<file path="config.mk">
export PLATFORM = sky130hd
export DESIGN_NAME = sh7604_int_seq
export DESIGN_NICKNAME = d
export VERILOG_FILES = /design/src/rtl/sh7604_int_seq_pkg.sv /design/src/rtl/sh7604_int_seq.sv
export SDC_FILE = /design/constraint.sdc
export NUM_CORES = 1
export LEC_CHECK = 0
export BUFFER_PORTS_ARGS = -buffer_cell sky130_fd_sc_hd__buf_4
export CAP_MARGIN = 10
export CORE_UTILIZATION = 54
export DETAILED_ROUTE_END_ITERATION = 8
export GPL_ROUTABILITY_DRIVEN = 1
export PLACE_DENSITY_LB_ADDON = 0.1
export SYNTH_ARGS = -nofsm -noshare
export SYNTH_HDL_FRONTEND = slang
export SYNTH_SLANG_ARGS = --single-unit
</file>
<file path="constraint.sdc">
create_clock -name CLK -period 10.15 [get_ports CLK]
set_clock_uncertainty 0.05 [all_clocks]
set_input_delay 1.5225 -clock CLK [delete_from_list [all_inputs] [get_ports CLK]]
set_output_delay 1.5225 -clock CLK [all_outputs]
set_load 0.1 [all_outputs]
</file>
<file path="src/rtl/sh7604_int_seq_pkg.sv">
// Shared types and constants for the SH7604 interrupt exception sequencer.
package sh7604_int_seq_pkg;

    typedef enum logic [2:0] {
        S_IDLE   = 3'd0,
        S_ACCEPT = 3'd1,
        S_VREQ   = 3'd2,
        S_VWAIT  = 3'd3,
        S_PSR    = 3'd4,
        S_PPC    = 3'd5,
        S_FETCH  = 3'd6,
        S_DONE   = 3'd7
    } intseq_state_t;

    localparam logic [3:0] NMI_LEVEL = 4'hF;

    // Vector table entry address; wraps modulo 2^32.
    function automatic logic [31:0] vec_addr(input logic [31:0] base,
                                             input logic [7:0]  vec,
                                             input int unsigned shift);
        return base + ({24'h000000, vec} << shift);
    endfunction

endpackage

</file>
<file path="src/rtl/sh7604_int_seq.sv">
// SH7604 interrupt exception sequencer: INTC handshake, SR/PC push, vector fetch.
// Optional INT_COUNT statistics output when SH7604_INTSEQ_STATS_EN is defined.
module sh7604_int_seq
    import sh7604_int_seq_pkg::*;
#(
    parameter int unsigned VEC_SHIFT = 2,
    parameter int unsigned SP_STEP   = 4
) (
    input  logic        CLK,
    input  logic        RST,
    input  logic        CE_R,
    input  logic        CE_F,
    input  logic        EN,
    input  logic        INT_REQ,
    input  logic [3:0]  INT_LVL,
    input  logic        NMI_REQ,
    output logic        INT_ACP,
    output logic        INT_ACK,
    output logic        VECT_REQ,
    input  logic        VECT_WAIT,
    input  logic [7:0]  INT_VEC,
    input  logic        BOUNDARY,
    input  logic [31:0] SR_IN,
    input  logic [31:0] PC_IN,
    input  logic [31:0] SP_IN,
    input  logic [31:0] VBR,
    output logic [31:0] MEM_A,
    output logic [31:0] MEM_DO,
    output logic        MEM_WE,
    output logic        MEM_REQ,
    input  logic [31:0] MEM_DI,
    input  logic        MEM_WAIT,
    output logic        BUSY,
    output logic        DONE,
    output logic [31:0] NEW_PC,
    output logic [31:0] NEW_SP,
    output logic [3:0]  NEW_MASK
`ifdef SH7604_INTSEQ_STATS_EN
    ,
    output logic [15:0] INT_COUNT
`endif
);

    localparam logic [31:0] SP_STEP1_W = 32'(SP_STEP);
    localparam logic [31:0] SP_STEP2_W = 32'(2 * SP_STEP);

    intseq_state_t state_r, state_nxt_s;
    logic          advance_s, accept_s;
    logic          ce_f_unused_s;

    logic [3:0]    lvl_r;
    logic [31:0]   sr_r, pc_r, sp_r, vbr_r;
    logic [7:0]    vec_r;

    logic          int_acp_r, int_ack_r, vect_req_r, mem_we_r, mem_req_r, busy_r, done_r;
    logic [31:0]   mem_a_r, mem_do_r, new_pc_r, new_sp_r;
    logic [3:0]    new_mask_r;

    logic          int_acp_nxt_s, int_ack_nxt_s, vect_req_nxt_s, mem_we_nxt_s;
    logic          mem_req_nxt_s, busy_nxt_s, done_nxt_s;
    logic [31:0]   mem_a_nxt_s, mem_do_nxt_s, new_pc_nxt_s, new_sp_nxt_s;
    logic [3:0]    new_mask_nxt_s;

    assign ce_f_unused_s = CE_F;
    assign advance_s     = EN & CE_R;
    assign accept_s      = BOUNDARY & INT_REQ & (NMI_REQ | (INT_LVL > SR_IN[7:4]));

    // State register; everything freezes unless EN and CE_R are both high.
    always_ff @(posedge CLK or posedge RST) begin
        if (RST) begin
            state_r <= S_IDLE;
        end else if (advance_s) begin
            state_r <= state_nxt_s;
        end
    end

    // Next-state logic; memory states hold until MEM_WAIT clears.
    always_comb begin
        state_nxt_s = state_r;
        case (state_r)
            S_IDLE:   if (accept_s)   state_nxt_s = S_ACCEPT; else state_nxt_s = S_IDLE;
            S_ACCEPT: if (INT_REQ)    state_nxt_s = S_VREQ;   else state_nxt_s = S_IDLE;
            S_VREQ:   state_nxt_s = S_VWAIT;
            S_VWAIT:  if (!VECT_WAIT) state_nxt_s = S_PSR;    else state_nxt_s = S_VWAIT;
            S_PSR:    if (!MEM_WAIT)  state_nxt_s = S_PPC;    else state_nxt_s = S_PSR;
            S_PPC:    if (!MEM_WAIT)  state_nxt_s = S_FETCH;  else state_nxt_s = S_PPC;
            S_FETCH:  if (!MEM_WAIT)  state_nxt_s = S_DONE;   else state_nxt_s = S_FETCH;
            S_DONE:   state_nxt_s = S_IDLE;
            default:  state_nxt_s = S_IDLE;
        endcase
    end

    // Context latches: request context at ACCEPT, vector number when VWAIT releases.
    always_ff @(posedge CLK or posedge RST) begin
        if (RST) begin
            lvl_r <= 4'h0;
            sr_r  <= 32'h0;
            pc_r  <= 32'h0;
            sp_r  <= 32'h0;
            vbr_r <= 32'h0;
            vec_r <= 8'h00;
        end else if (advance_s) begin
            if (state_r == S_ACCEPT && INT_REQ) begin
                lvl_r <= NMI_REQ ? NMI_LEVEL : INT_LVL;
                sr_r  <= SR_IN;
                pc_r  <= PC_IN;
                sp_r  <= SP_IN;
                vbr_r <= VBR;
            end
            if (state_r == S_VWAIT && !VECT_WAIT) begin
                vec_r <= INT_VEC;
            end
        end
    end

    // Output decode from the upcoming state so every output leaves a flop.
    always_comb begin
        int_acp_nxt_s  = 1'b0;
        int_ack_nxt_s  = 1'b0;
        vect_req_nxt_s = 1'b0;
        mem_we_nxt_s   = 1'b0;
        mem_req_nxt_s  = 1'b0;
        done_nxt_s     = 1'b0;
        mem_a_nxt_s    = 32'h0;
        mem_do_nxt_s   = 32'h0;
        new_pc_nxt_s   = new_pc_r;
        new_sp_nxt_s   = new_sp_r;
        new_mask_nxt_s = new_mask_r;
        busy_nxt_s     = (state_nxt_s != S_IDLE);
        case (state_nxt_s)
            S_VREQ: begin
                int_acp_nxt_s  = 1'b1;
                vect_req_nxt_s = 1'b1;
            end
            S_PSR: begin
                mem_req_nxt_s = 1'b1;
                mem_we_nxt_s  = 1'b1;
                mem_a_nxt_s   = sp_r - SP_STEP1_W;
                mem_do_nxt_s  = sr_r;
            end
            S_PPC: begin
                mem_req_nxt_s = 1'b1;
                mem_we_nxt_s  = 1'b1;
                mem_a_nxt_s   = sp_r - SP_STEP2_W;
                mem_do_nxt_s  = pc_r;
            end
            S_FETCH: begin
                mem_req_nxt_s = 1'b1;
                mem_a_nxt_s   = vec_addr(vbr_r, vec_r, VEC_SHIFT);
            end
            S_DONE: begin
                // Only reached from FETCH with MEM_WAIT low, so MEM_DI is the handler.
                done_nxt_s     = 1'b1;
                int_ack_nxt_s  = 1'b1;
                new_pc_nxt_s   = MEM_DI;
                new_sp_nxt_s   = sp_r - SP_STEP2_W;
                new_mask_nxt_s = lvl_r;
            end
            default: begin
                mem_req_nxt_s = 1'b0;
            end
        endcase
    end

    // Output registers; reset clears them immediately, aborting any memory cycle.
    always_ff @(posedge CLK or posedge RST) begin
        if (RST) begin
            int_acp_r  <= 1'b0;
            int_ack_r  <= 1'b0;
            vect_req_r <= 1'b0;
            mem_we_r   <= 1'b0;
            mem_req_r  <= 1'b0;
            busy_r     <= 1'b0;
            done_r     <= 1'b0;
            mem_a_r    <= 32'h0;
            mem_do_r   <= 32'h0;
            new_pc_r   <= 32'h0;
            new_sp_r   <= 32'h0;
            new_mask_r <= 4'h0;
        end else if (advance_s) begin
            int_acp_r  <= int_acp_nxt_s;
            int_ack_r  <= int_ack_nxt_s;
            vect_req_r <= vect_req_nxt_s;
            mem_we_r   <= mem_we_nxt_s;
            mem_req_r  <= mem_req_nxt_s;
            busy_r     <= busy_nxt_s;
            done_r     <= done_nxt_s;
            mem_a_r    <= mem_a_nxt_s;
            mem_do_r   <= mem_do_nxt_s;
            new_pc_r   <= new_pc_nxt_s;
            new_sp_r   <= new_sp_nxt_s;
            new_mask_r <= new_mask_nxt_s;
        end
    end

`ifdef SH7604_INTSEQ_STATS_EN
    logic [15:0] int_count_r;

    // Completed-sequence counter, saturating at all ones.
    always_ff @(posedge CLK or posedge RST) begin
        if (RST) begin
            int_count_r <= 16'h0000;
        end else if (advance_s && state_nxt_s == S_DONE && int_count_r != 16'hFFFF) begin
            int_count_r <= int_count_r + 16'h0001;
        end
    end

    assign INT_COUNT = int_count_r;
`endif

    assign INT_ACP  = int_acp_r;
    assign INT_ACK  = int_ack_r;
    assign VECT_REQ = vect_req_r;
    assign MEM_A    = mem_a_r;
    assign MEM_DO   = mem_do_r;
    assign MEM_WE   = mem_we_r;
    assign MEM_REQ  = mem_req_r;
    assign BUSY     = busy_r;
    assign DONE     = done_r;
    assign NEW_PC   = new_pc_r;
    assign NEW_SP   = new_sp_r;
    assign NEW_MASK = new_mask_r;

endmodule

</file>
After elaboration in Yosys (flattened, before gate mapping)
Index checks and enable logic that the tools add are counted.
{"block": "word_totals", "in_bits": 182, "elab_cells": 61, "reg_bits": 280, "out_inout_bits": 139}
{"block": "op_classes", "n_eq_ne": 12, "n_lt_le_gt_ge": 1, "reduce_logical": 10, "add_sub_neg": 3, "n_mux": 14, "bitwise": 4}
{"op": "32-bit case mux with 3 select lines", "count": 1}
{"op": "32-bit case mux with 2 select lines", "count": 1}
{"op": "32-bit by 10-bit adder with 32-bit output", "count": 1}
{"op": "32-bit by 3-bit subtractor with 32-bit output, second input constant", "count": 1}
{"op": "32-bit by 4-bit subtractor with 32-bit output, second input constant", "count": 1}
{"op": "3-bit equality test, second input constant", "count": 8}
{"op": "3-bit case mux with 8 select lines", "count": 1}
{"op": "3-bit by 2-bit equality test with 1-bit output, second input constant", "count": 3}
{"op": "1-bit 2-to-1 mux", "count": 7}
{"op": "2-bit AND reduction", "count": 3}
{"op": "4-bit > comparator", "count": 1}
{"op": "2-bit 2-to-1 mux", "count": 2}
{"op": "4-bit 2-to-1 mux", "count": 1}
{"op": "1-bit bitwise AND", "count": 3}
{"op": "3-bit by 1-bit equality test with 1-bit output, second input constant", "count": 1}
{"op": "3-bit logical NOT", "count": 1}
{"op": "3-bit 2-to-1 mux", "count": 1}
{"op": "3-bit nonzero test", "count": 1}
{"op": "3-bit OR reduction", "count": 1}
{"op": "1-bit logical AND", "count": 2}
{"op": "2-bit OR reduction", "count": 1}
{"op": "1-bit logical NOT", "count": 1}
{"op": "1-bit OR", "count": 1}

Longest topological paths before layout
Gate-level depths: netlist of run 1.
{"block": "logic_depth", "word_depth": 8, "ltp_mapped": 10}

Worst setup path before layout of run 1
OpenSTA, ideal clock, no wires.
{"block": "synth_path", "kind": "input port to flip-flop", "start": "in SR_IN[6]", "end": "reg new_sp_r[5] (netlist: NEW_SP[5])", "cell_stages": 10, "setup_ns": 0.078, "arrival_time_ns": 3.327, "setup_slack_ns": 6.695, "n_path_buf": 2, "path_cell_list": "inv_1 ha_1 and4b_1 a211oi_1 o31ai_1 a21oi_1 buf_2 buf_1 nor2_1 a21oi_1"}
{"block": "synth_via", "elab_chain_cells": 7}
{"element": "start, declared", "line_no": "sh7604_int_seq.sv:23", "text": "input logic [31:0] SR_IN,"}
{"element": "4-bit > comparator", "line_no": "sh7604_int_seq.sv:66", "text": "assign accept_s = BOUNDARY & INT_REQ & (NMI_REQ | (INT_LVL > SR_IN[7:4]));"}
{"element": "1-bit OR", "line_no": "sh7604_int_seq.sv:66"}
{"element": "1-bit bitwise AND", "line_no": "sh7604_int_seq.sv:66"}
{"element": "1-bit 2-to-1 mux", "line_no": "sh7604_int_seq.sv:81", "text": "S_IDLE: if (accept_s) state_nxt_s = S_ACCEPT; else state_nxt_s = S_IDLE;"}
{"element": "3-bit case mux with 8 select lines", "line_no": "sh7604_int_seq.sv:80", "text": "case (state_r)"}
{"element": "3-bit equality test", "line_no": "sh7604_int_seq.sv:130", "text": "case (state_nxt_s)"}
{"element": "2-bit AND reduction (no source line)"}
{"element": "end signal, assigned", "line_no": "sh7604_int_seq.sv:191", "text": "new_sp_r <= new_sp_nxt_s;"}
{"element": "end, declared", "line_no": "sh7604_int_seq.sv:56", "text": "logic [31:0] mem_a_r, mem_do_r, new_pc_r, new_sp_r;"}
Every way passes these cells.
A chain may end at the register's enable or synchronous reset.

Worst setup path in the final report of run 1
{"block": "layout_path", "start": "in VECT_WAIT", "end": "reg mem_a_r[2] (netlist: MEM_A[2])"}
{"block": "layout_via", "elab_chain_cells": 4, "elab_cells_between_ends": 6, "classes_between": "eq/ne: 3; mux: 3"}
{"element": "start, declared", "line_no": "sh7604_int_seq.sv:20", "text": "input logic VECT_WAIT,"}
{"element": "3-bit 2-to-1 mux (*)", "line_no": "sh7604_int_seq.sv:84", "text": "S_VWAIT: if (!VECT_WAIT) state_nxt_s = S_PSR; else state_nxt_s = S_VWAIT;"}
{"element": "3-bit case mux with 8 select lines (*)", "line_no": "sh7604_int_seq.sv:80"}
{"element": "3-bit equality test", "line_no": "sh7604_int_seq.sv:130"}
{"element": "32-bit case mux with 3 select lines (*)", "line_no": "sh7604_int_seq.sv:130"}
{"element": "end signal, assigned", "line_no": "sh7604_int_seq.sv:188", "text": "mem_a_r <= mem_a_nxt_s;"}
{"element": "end, declared", "line_no": "sh7604_int_seq.sv:56"}
Every way passes the cells marked *; elsewhere a longest branch is shown, timed or not.

==> results of run 1 <==
[per-stage QoR]
step / util, % / area (um2) / total power (uW) / hold WS, ns / setup WS, ns
final: 70.34 / 16560 / 5659 / 0.4298 / 5.955
after CTS: 70.34 / 16560 / 5672 / 0.4346 / 6.006
after global routing: 70.34 / 16560 / 5916 / 0.4477 / 5.675
after floorplan: - / 12990 / 3925 / 0.4302 / 0.8553
after detailed placement: 66.28 / 15600 / 4594 / 0.4212 / 5.464
after global placement: 66.28 / 15600 / 4539 / 0.4120 / 5.516
[worst min-delay path: cells and delay by family, from the launching register on]
kind / cells / cell delay, ns
flops: 1 / 0.34
compound gates: 1 / 0.06
simple gates: 1 / 0.05
[how the worst max path moves through the flow]
stage,end,from,slack [ns]
detailed placement,MEM_A[2],VECT_WAIT,5.46
global placement,MEM_A[2],VECT_WAIT,5.52
global route,MEM_A[2],VECT_WAIT,5.68
CTS,MEM_A[2],VECT_WAIT,6.01
floorplan,BUSY,RST,0.86
finish,MEM_A[2],VECT_WAIT,5.95
[power by group through the flow]
stage	logic, uW	clock network [uW]	registers [uW]
after global routing	2800	1130	1990
after CTS	2660	1080	1930
after detailed placement	2650	0	1940
after global placement	2620	0	1920
final	2660	1070	1940
after floorplan	915	0	3010
[registers in the layout, indices dropped and copies added (netlist names)]
register,flops
MEM_REQ,1
VECT_REQ,1
NEW_PC,32
NEW_MASK,4
NEW_SP,32
pc_r,32
MEM_WE,1
sr_r,32
MEM_A,32
vbr_r,32
DONE,1
BUSY,1
lvl_r,4
state_r,3
MEM_DO,32
sp_r,32
vec_r,8
[cell families (layout without fill, tap and decap cells)]
group | count (synthesis) | in the layout | synth area share, %
DFF | 280 | 280 | 53.94
adders and majority gates | 16 | 16 | 1.599
muxes | 166 | 166 | 14.38
and+or+nand+nor | 274 | 274 | 10.45
AOI/OAI and AO/OA | 270 | 270 | 13.25
xor gates and xnor gates | 54 | 54 | 3.641
buffers and inverters | 84 | 398 | 2.735
[per-layer routing]
metal  wire [um]  vias to the layer above  track usage [%]  share of wire [%]
li1            -                     4746                -                  -
met2       16050                      398            44.89                 46
met1       14990                     4882            38.58                 43
met3        3263                       49            8.040                9.3
met5           0                        -                0                  0
met4         744                        0            6.750                2.1
[cells in the final DEF (no fill, tap or decap), types with 22 or more instances in the layout]
cell	n
buf_4	329
dfrtp_1	280
o21ai_0	77
mux2_2	165
nor2_1	73
clkbuf_16	29
a21oi_1	61
a22oi_1	36
nand2_1	97
xor2_1	22
xnor2_1	32
[area by class of cell]
class | instances | area (um2) | share of cell area (%)
Clock buffer | 43 | 838.3 | 5.062
Sequential cell | 280 | 7007 | 42.31
Multi-Input combinational cell | 780 | 5653 | 34.13
Inverter | 18 | 75.07 | 0.4533
Clock inverter | 8 | 118.9 | 0.7177
Timing Repair Buffer | 329 | 2470 | 14.91
Tap cell | 319 | 399.1 | 2.410
==> flow_metrics.env, run 1 <==
export IMPL_pwr_share_seq_pct=34.2
export IMPL_r2r_start="state_r[1]"
export IMPL_async_flop_share_pct=100.0
export IMPL_cp_slowest_stage_delay_ns=0.85
export IMPL_fill_cells=1838
export IMPL_viasPerCell=5.670
export IMPL_leakage_uw=0.007789
export IMPL_drtIter0Drc=741
export IMPL_syn_area_um2=12990
export IMPL_core_um2=23540
export IMPL_worst_setup_path_start_kind="input port"
export IMPL_drive_above_1_share_pct=37.52
export IMPL_n_antenna_cell=0
export IMPL_reg2reg_depth=6
export IMPL_ys_seq_area_share_pct=53.94
export IMPL_ys_seq_elements=280
export IMPL_synth_edff_count=0
export IMPL_setup_tns_ns=0
export IMPL_post_cts_resized=0
export IMPL_max_slew_worst_pin_slew_ns=1.007
export IMPL_synth_area_top_cells="dfrtp_1, mux2_2, o21ai_0"
export IMPL_cts_root_buffer="clkbuf_16"
export IMPL_critPathBufInv=1
export IMPL_synth_area_leader_cell="dfrtp_1"
export IMPL_grt_pass1_wl_um=53750
export IMPL_fin_nets=1636
export IMPL_ys_types=64
export IMPL_dr_pass1_iters=5
export IMPL_synth_warnings=0
export IMPL_synth_area_per_cell_um2=11.35
export IMPL_synthCells=1144
export IMPL_hold_violations=0
export IMPL_crit_chain="buf_4, nor4bb_1, o21ai_1, nor3_1, a31oi_2, a211oi_1, a221o_1"
export IMPL_htree_levels=1
export IMPL_crit_path_end_kind="register"
export IMPL_finalMaxSlewViolations=0
export IMPL_rrSetupSlack_ns=6.44
export IMPL_die_h_um=157.1
export IMPL_vias=10075
export IMPL_fin_crit_sh_pct=41.33
export IMPL_clk_path_buf_depth=3
export IMPL_ioPinCount=321
export IMPL_clk_latency_ns=0.55
export IMPL_crit_type="input port to register"
export IMPL_drt_total_wl_um=35060
export IMPL_hold_buffers=0
export IMPL_postCtsSetupRepairBufs=0
export IMPL_synth_most_common_cell="dfrtp_1"
export IMPL_hp_start="MEM_DO[11]"
export IMPL_hold_class="register to register"
export IMPL_p_sw_uw=2702
export IMPL_first_global_vias=9756
export IMPL_antenna_found_initial=0
export IMPL_ant_nets=0
export IMPL_status="finished clean"
export IMPL_swShare_pct=47.75
export IMPL_critPathTopFamily="simple AND/OR/NAND/NOR gates"
export IMPL_drcViolationCount=0
export IMPL_die_x_um=157.1
export IMPL_worstHoldEndpoint="MEM_DO[11]"
export IMPL_clk_pin_slew_worst_paths_ns=0.06
export IMPL_grt_use_total_pct=28.33
export IMPL_dp_cells=1726
export IMPL_start_util_pct=55.18
export IMPL_critical_path_peak_fanout=17
export IMPL_synthesis_nets=1342
export IMPL_r2r_end="MEM_A[2]"
export IMPL_peakVddDrop_mv=0.2027
export IMPL_setup_viol=0
export IMPL_required_ns=10.58
export IMPL_crit_arrival_ns=4.63
export IMPL_yosys_top_cells_count="dfrtp_1, mux2_2, nand2_1"
export IMPL_die_area_um2=24680
export IMPL_routedWlPerCell_um=19.73
export IMPL_p_int_uw=2957
export IMPL_ys_flop_type="dfrtp_1"
export IMPL_routabilityCongestion=0.9143
export IMPL_slowest_stage="nor4bb_1"
export IMPL_rsz0062_at_grt="false"
export IMPL_power_frac_comb_pct=46.9
export IMPL_syn_to_final_growth_pct=27.49
export IMPL_cts_sinks=280
export IMPL_slew_headroom_pct=31.95
export IMPL_hpwl_um=25350
export IMPL_path_depth=7
export IMPL_gr_total_overflow=0
export IMPL_powerDensity_nw_per_um2=341.7
export IMPL_cts_buffers=29
export IMPL_clkPwrFrac_pct=18.8
export IMPL_min_period_ns=4.195
export IMPL_rows=56
export IMPL_io_buffer_count=319
export IMPL_netlist_area_leader_share_pct=53.94
export IMPL_grt_max_degree=131
export IMPL_cts_tree="done"
export IMPL_cap_violations=0
export IMPL_layoutNonFillerInstCount=1777
export IMPL_max_freq_mhz=238.4
export IMPL_min_path_cells=2
(Power assumes the default switching activity.)
==> run 2, diff against run 1 <==
CORE_UTILIZATION = 49   (was 54)
clock period = 3.5 ns   (was 10.15 ns; I/O delays follow)
==> run 2 against run 1 <==
Via count up 0.72%. First-iteration DRC count up 14%. Critical path type is now register to register. Clock-buffer cell count unchanged. Setup slack worse by 5.5 ns. Combinational power rose to 2.9 times the previous value. Utilization down 5.7 points. Wire length up 2.1%. Critical path depth up 1. Sequential cell count unchanged. Highest routed layer unchanged.
==> flow_metrics.env, run 2 (synthesized netlist as in run 1, its figures left out) <==
export IMPL_status="finished clean"
export IMPL_slowest_stage="or3b_1"
export IMPL_ioPinCount=321
export IMPL_setup_tns_ns=0
export IMPL_leakage_uw=0.007928
export IMPL_ant_nets=0
export IMPL_die_h_um=164.8
export IMPL_core_um2=26060
export IMPL_worst_setup_path_start_kind="register"
export IMPL_cts_buffers=30
export IMPL_final_util_pct=64.63
export IMPL_layoutNonFillerInstCount=1811
export IMPL_post_cts_resized=0
export IMPL_rows=59
export IMPL_drcViolationCount=0
export IMPL_cts_sinks=280
export IMPL_cts_tree="done"
export IMPL_postCtsSetupRepairBufs=0
export IMPL_slew_headroom_pct=27.64
export IMPL_peakVddDrop_mv=0.9916
export IMPL_routabilityCongestion=0.9130
export IMPL_dp_cells=1755
export IMPL_routedWlPerCell_um=19.77
export IMPL_max_slew_worst_pin_slew_ns=1.085
export IMPL_grt_max_degree=147
export IMPL_hold_buffers=0
export IMPL_min_period_ns=2.998
export IMPL_critPathBufInv=1
export IMPL_grt_use_total_pct=26.20
export IMPL_hpwl_um=25480
export IMPL_final_cell_mix="buf_4, dfrtp_1, mux2_2, nand2_1, o21ai_0"
export IMPL_power_total_uw=16670
export IMPL_final_common_cell="buf_4"
export IMPL_crit_type="register to register"
export IMPL_powerDensity_nw_per_um2=989.9
export IMPL_rsz0062_at_grt="false"
export IMPL_crit_chain="inv_1, ha_1, or3b_1, nor4_4, and3_1, a21oi_1, a311oi_1, a221o_1"
export IMPL_crit_arrival_ns=3.45
export IMPL_cap_violations=0
export IMPL_die_area_um2=27170
export IMPL_viasPerCell=5.604
export IMPL_critical_path_peak_fanout=8
export IMPL_drive_above_1_share_pct=38.62
export IMPL_n_antenna_cell=0
export IMPL_finalMaxSlewViolations=0
export IMPL_dr_pass1_iters=5
export IMPL_fin_crit_sh_pct=85.67
export IMPL_setup_viol=0
export IMPL_crit_path_end_kind="register"
export IMPL_required_ns=3.95
export IMPL_htree_levels=1
export IMPL_cts_root_buffer="clkbuf_16"
export IMPL_fin_nets=1650
export IMPL_gr_total_overflow=0
export IMPL_hold_class="input port to asynchronous set/reset pin"
export IMPL_cp_slowest_stage_delay_ns=0.53
export IMPL_hold_violations=0
export IMPL_start_util_pct=49.85
export IMPL_first_global_vias=10107
export IMPL_drt_total_wl_um=35810
export IMPL_syn_to_final_growth_pct=29.65
export IMPL_grt_pass1_wl_um=55250
export IMPL_max_freq_mhz=333.5
export IMPL_clk_pin_slew_worst_paths_ns=0.06
export IMPL_clk_path_buf_depth=3
export IMPL_critPathTopFamily="simple AND/OR/NAND/NOR gates"
export IMPL_antenna_found_initial=0
export IMPL_die_x_um=164.8
export IMPL_drtIter0Drc=842
export IMPL_clk_latency_ns=0.56
export IMPL_io_buffer_count=319
export IMPL_vias=10148
run 2: routing by layer:
layer	global-route usage (%)	vias up	wire length [um]	part of all wire (%)
li1	-	4772	-	-
met1	35.72	4929	15550	43
met2	41.71	391	16270	45
met3	6.203	56	3062	8.6
met4	7.339	0	928	2.6
met5	0	-	0	0
run 2: power breakdown:
part | internal (uW) | leakage (uW) | total [uW] | switching, uW
registers | 4480 | 0.00366 | 5630 | 1150
logic | 2270 | 0.00373 | 7730 | 5460
clock network | 2010 | 0.000532 | 3310 | 1300
total | 8760 | 0.00793 | 16700 | 7910
run 2: final timing paths:
check	slack [ns]	cells after the start	to	from
setup / recovery	0.50	8	MEM_A[23]	sp_r[3]
hold / removal	0.02	2	sr_r[27]	RST
setup reg to reg	0.50	8	MEM_A[23]	sp_r[3]
hold reg to reg	0.43	2	MEM_WE	MEM_WE
max in group asynchronous	2.51	3	MEM_DO[19]	RST
min in group CLK	0.12	3	vbr_r[1]	VBR[1]
run 2: metrics by stage:
| stage | setup slack, ns | hold slack [ns] | instance area [um2] |
|---|---|---|---|
| floorplan | -0.7823 | 0.4302 | 12990 |
| global placement | 0.5246 | 0.4137 | 15780 |
| detailed placement | 0.5213 | 0.4187 | 15780 |
| CTS | 0.5129 | 0.01924 | 16840 |
| global route | 0.2479 | 0.06109 | 16840 |
| finish | 0.5016 | 0.01702 | 16840 |
run 2: layout make-up:
cell class	count	area [um2]
flip-flops and latches	280	7007
repair buffers	342	2630
clock inverters	13	161.4
clock buffers	43	899.6
well taps	335	419.2
fillers	2157	9218
multi-input cells	780	5653
inverters	18	71.32
